===== src/rtl/lcd_hd44780_phy.sv =====
// Byte-level HD44780 write engine: power-on wait, RS/D setup, EN strobe, hold,
// then the controller execution wait before reporting completion.
module lcd_hd44780_phy #(
    parameter int SETUP_CYC = 2,
    parameter int EN_CYC    = 12,
    parameter int HOLD_CYC  = 2,
    parameter int EXEC_CYC  = 1250,
    parameter int CLR_CYC   = 50000,
    parameter int PWRUP_CYC = 1250000,
    parameter int CNT_W     = 21
) (
    input  logic       clk,
    input  logic       rst,
    input  logic       start,
    input  logic       cd,
    input  logic [7:0] data,
    output logic       busy,
    output logic       done_tick,
    output logic       lcd_rs,
    output logic       lcd_en,
    output logic       lcd_rw,
    output logic [7:0] lcd_d
);

    typedef enum logic [2:0] {PWRUP, IDLE, SETUP, ENHI, HOLD, EXEC} state_t;

    localparam logic [CNT_W-1:0] SETUP_LD = CNT_W'(SETUP_CYC - 1);
    localparam logic [CNT_W-1:0] EN_LD    = CNT_W'(EN_CYC - 1);
    localparam logic [CNT_W-1:0] HOLD_LD  = CNT_W'(HOLD_CYC - 1);
    localparam logic [CNT_W-1:0] EXEC_LD  = CNT_W'(EXEC_CYC - 1);
    localparam logic [CNT_W-1:0] CLR_LD   = CNT_W'(CLR_CYC - 1);
    localparam logic [CNT_W-1:0] PWRUP_LD = CNT_W'(PWRUP_CYC - 1);

    state_t           state;
    logic [CNT_W-1:0] cnt;
    logic             is_clr;
    logic [CNT_W-1:0] exec_ld;

    assign lcd_rw  = 1'b0;
    assign exec_ld = is_clr ? CLR_LD : EXEC_LD;

    // Each timed state exits when the counter reaches zero and reloads it for the
    // next state; done_tick is set one edge early so it lands in the last EXEC cycle.
    always_ff @(posedge clk or negedge rst) begin
        if (!rst) begin
            state     <= PWRUP;
            cnt       <= PWRUP_LD;
            lcd_en    <= 1'b0;
            lcd_rs    <= 1'b0;
            lcd_d     <= 8'h00;
            done_tick <= 1'b0;
            busy      <= 1'b1;
            is_clr    <= 1'b0;
        end else begin
            done_tick <= 1'b0;
            case (state)
                PWRUP: begin
                    if (cnt == '0) begin
                        state <= IDLE;
                        cnt   <= '0;
                        busy  <= 1'b0;
                    end else begin
                        cnt <= cnt - 1'b1;
                    end
                end
                IDLE: begin
                    lcd_en <= 1'b0;
                    if (start) begin
                        lcd_d  <= data;
                        lcd_rs <= cd;
                        is_clr <= !cd && (data == 8'h01 || data == 8'h02 || data == 8'h03);
                        state  <= SETUP;
                        cnt    <= SETUP_LD;
                        busy   <= 1'b1;
                    end
                end
                SETUP: begin
                    if (cnt == '0) begin
                        state  <= ENHI;
                        cnt    <= EN_LD;
                        lcd_en <= 1'b1;
                    end else begin
                        cnt <= cnt - 1'b1;
                    end
                end
                ENHI: begin
                    if (cnt == '0) begin
                        state  <= HOLD;
                        cnt    <= HOLD_LD;
                        lcd_en <= 1'b0;
                    end else begin
                        cnt <= cnt - 1'b1;
                    end
                end
                HOLD: begin
                    if (cnt == '0) begin
                        state     <= EXEC;
                        cnt       <= exec_ld;
                        done_tick <= (exec_ld == '0);
                    end else begin
                        cnt <= cnt - 1'b1;
                    end
                end
                EXEC: begin
                    if (cnt == '0) begin
                        state <= IDLE;
                        cnt   <= '0;
                        busy  <= 1'b0;
                    end else begin
                        cnt       <= cnt - 1'b1;
                        done_tick <= (cnt == CNT_W'(1));
                    end
                end
                default: begin
                    state  <= PWRUP;
                    cnt    <= PWRUP_LD;
                    lcd_en <= 1'b0;
                    busy   <= 1'b1;
                end
            endcase
        end
    end

endmodule


===== config.mk =====
export PLATFORM = sky130hd
export DESIGN_NAME = lcd_hd44780_phy
export DESIGN_NICKNAME = d
export VERILOG_FILES = /design/src/rtl/lcd_hd44780_phy.sv
export SDC_FILE = /design/constraint.sdc
export NUM_CORES = 1
export LEC_CHECK = 0
export BUFFER_PORTS_ARGS = -buffer_cell sky130_fd_sc_hd__buf_2
export CAP_MARGIN = 40
export CORE_UTILIZATION = 53
export DETAILED_ROUTE_END_ITERATION = 12
export GPL_TIMING_DRIVEN = 0
export PLACE_DENSITY_LB_ADDON = 0.08
export SLEW_MARGIN = 20
export SYNTH_ARGS = -nofsm -noshare
export SYNTH_HDL_FRONTEND = slang
export SYNTH_SLANG_ARGS = --single-unit

===== constraint.sdc =====
create_clock -name clk -period 1.73 [get_ports clk]
set_input_delay 0.0865 -clock clk [delete_from_list [all_inputs] [get_ports clk]]
set_output_delay 0.0865 -clock clk [all_outputs]
set_load 0.05 [all_outputs]

==> results.txt <==
outcome -> complete, but fails checks
violated checks -> setup timing
Max Cap Viol -> 0
routing usage on met2 -> 51.88%
clock power share -> 28.8%
fin crit period -> 1967 ps
worst setup margin -> -236.9 ps
Slowest-stage cell, CP -> or4_4
Overall Global Routing Usage -> 32.14%
clock root cell -> clkbuf_8
Hold WC Path Type -> primary input to flip-flop
commonest non-fill, non-tap cell in the layout -> buf_2
Synth Cell Area -> 2268 um^2
Port Buf Inserts -> 23
die footprint -> 4545 um^2
setup_tns -> -3782 ps
Global Route met3 Usage -> 7.095%
Worst Path Buf+Inv -> 1
worst path cell trace -> or4_4, nor3_4, nand3_2, buf_6, o311a_1, a2bb2oi_1
vias in the first global route -> 2203
M1 GR Usage -> 40.85%
Die W -> 67.42 um
RSZ-0062 raised after global routing -> true
Switch Pwr -> 904.0 uW
syn nets -> 257
Die Y -> 67.42 um
gpl congestion -> 0.8475
Max-slew headroom -> 62.60%
CTS sink cnt -> 37
leak pwr -> 0.001401 uW
clk slew on worst S/H paths -> 80 ps
most frequent cells in the layout -> 25 x buf_2, 22 x buf_4, 21 x dfrtp_1, 16 x nand2_1, 15 x nor2_1
number of DRC markers in iteration 0 -> 215
layer with the highest usage -> met2
H-tree levels -> 2
pin count of the biggest net entering global routing -> 38
Worst Max-Slew Pin Slew -> 556.4 ps
layout cells sized above 1 -> 52.46%
GR Overflow Total -> 0
first-pass GRT wire length -> 10700 um
CORE AREA -> 4058 um^2
Top FF cell, synth -> dfrtp_1
#FFs+latches synth -> 37
Worst Skew -> 8.045 ps
Arr. time, crit path -> 2190 ps
drt total wl -> 7073 um
Final Core Density -> 79.99%
Diodes inserted -> 0
Post-synth EDFFs -> 0
filler cell count -> 245
CTS tree -> built
Via-to-Cell Ratio -> 6.648
post-route ant nets -> 0
syn_area_per_cell -> 9.374 um^2
initial antenna violation count -> 0
HPWL after DPL -> 3800 um
Worst-Skew Late Latency -> 300 ps
Synth cell types -> 65
Sw Share -> 33.09%
crit share post-route -> 113.7%
worst-path fanout max -> 6
WL/cell -> 19.92 um
FP Rows -> 23
cell count after placement -> 315
final hold vios -> 0
DR DRC count -> 0
vias -> 2360
Worst path max stage delay -> 520 ps
combinational power share -> 27.6%
Bufs on Longest Clock Path -> 2
CP Data Required Time -> 1950 ps
Post-Syn Instances -> 242
IR drop worst, VDD -> 595.4 uV
I/O pin cnt -> 25
Seq pwr share -> 43.6%
Num CTS Buffers -> 5
largest delay contributor family on the critical path -> simple AND/OR/NAND/NOR gates
Finished Layout Cells -> 355
Yosys warnings -> 0
post-synthesis sequential area ratio -> 41.48%
upper clock frequency limit -> 508.4 MHz
NumNets Final -> 319
internal power -> 1828 uW
DR pass1 iterations -> 4
crit end category -> flip-flop
async set or reset register ratio after synthesis -> 100.0%
Area Overhead vs Synth -> 43.08%
Slew Limit Fails -> 0
endpoints failing setup -> 26
Initial Utilization -> 55.91%
Setup Crit Path Kind -> flip-flop to flip-flop
CP startpoint kind -> flip-flop
power density cells -> 841.9 nW/um^2
-- cells by family after synthesis --
logic type	synth area share [%]
adder cells (fa/ha/maj)	1.655
AO/OA/AOI/OAI	20.57
buffers and inverters	5.571
multiplexers	5.847
flip-flops	41.48
AND/OR/NAND/NOR	23.94
XOR/XNOR	0.7723
other	0.1653
-- what timing repair did --
item                       in CTS  in global routing
gates cloned                    1                  1
setup endpoints to repair      35                 35
resized for setup              52                 44
setup buffers                  20                 14
hold buffers                    1                  0
hold endpoints to repair       25                  0
pin swaps                      19                 23
-- flip-flops by register name, summed over array words and instances, names as in the netlist --
name,cells
cnt,21
lcd_d,8
state,3
busy,1
done_tick,1
is_clr,1
lcd_en,1
lcd_rs,1
-- metrics by stage --
stage / instance area [um^2] / power [uW] / worst slack [ps] / hold slack [ps]
global placement: 2479 / 1673 / -894.6 / 225.8
global route: 3246 / 2853 / -284.1 / 38.81
detailed placement: 2485 / 1685 / -443.0 / 233.3
finish: 3246 / 2732 / -236.9 / 38.37
CTS: 2972 / 2591 / -312.4 / 35.55
floorplan: 2301 / 1542 / -126.2 / -209.1
-- layout make-up --
class	count	area, um^2	share of cell area (%)
Buffer	10	70.07	2.159
Inverter	12	50.05	1.542
Multi-Input combinational cell	180	1529	47.11
Tap cell	50	62.56	1.928
Clock inverter	1	30.03	0.9252
Timing Repair Buffer	58	471.7	14.53
Clock buffer	7	86.33	2.660
Sequential cell	37	945.9	29.14
-- Yosys cell counts, drive strengths merged, types with 2 or more instances --
cell / n / area (um^2)
nor3: 11 / 66.32
nor4: 8 / 71.32
or4: 6 / 48.80
o21ai: 18 / 93.84
or3: 2 / 12.51
a31oi: 4 / 25.02
dfstp: 12 / 315.3
dfrtp: 25 / 625.6
mux2: 10 / 112.6
nor2: 21 / 78.83
mux2i: 2 / 20.02
nand2: 17 / 63.81
nand4b: 2 / 23.77
o31ai: 4 / 30.03
a211o: 4 / 35.03
o311ai: 2 / 25.03
buf: 7 / 55.05
nand4: 2 / 12.51
clkbuf: 7 / 26.28
o2111ai: 2 / 17.52
or3b: 2 / 17.52
nand3: 9 / 50.05
ha: 3 / 37.54
and2: 2 / 12.51
nor3b: 3 / 22.52
nand2b: 2 / 12.51
a21oi: 14 / 70.07
xnor2: 2 / 17.52
a22oi: 2 / 15.01
o211ai: 3 / 22.52
inv: 12 / 45.04
-- power groups by stage --
stage	Combinational, uW	Clock, uW	Sequential (uW)
CTS	612	801	1180
detailed placement	498	0	1190
finish	755	786	1190
global placement	488	0	1180
floorplan	352	0	1190
global route	805	840	1210
-- path summary, 6_finish.rpt --
kind	from	to	slack [ps]	cells after the start
min in group asynchronous	rst	cnt[14]	260	2
max reg2reg	cnt[10]	cnt[1]	-240	6
min reg2reg	lcd_d[5]	lcd_d[5]	510	1
min	data[3]	lcd_d[3]	40	2
max	cnt[10]	cnt[1]	-240	6
max in group asynchronous	rst	cnt[20]	940	3
-- metal layers --
| metal | vias up | part of all wire, % | routed length [um] |
|---|---|---|---|
| met5 | - | 0 | 0 |
| met4 | 0 | 3.2 | 229 |
| met3 | 29 | 8.0 | 565 |
| met2 | 125 | 49 | 3481 |
| met1 | 1172 | 40 | 2796 |
| li1 | 1034 | - | - |
Note: power is estimated with default switching activity, not from simulation.
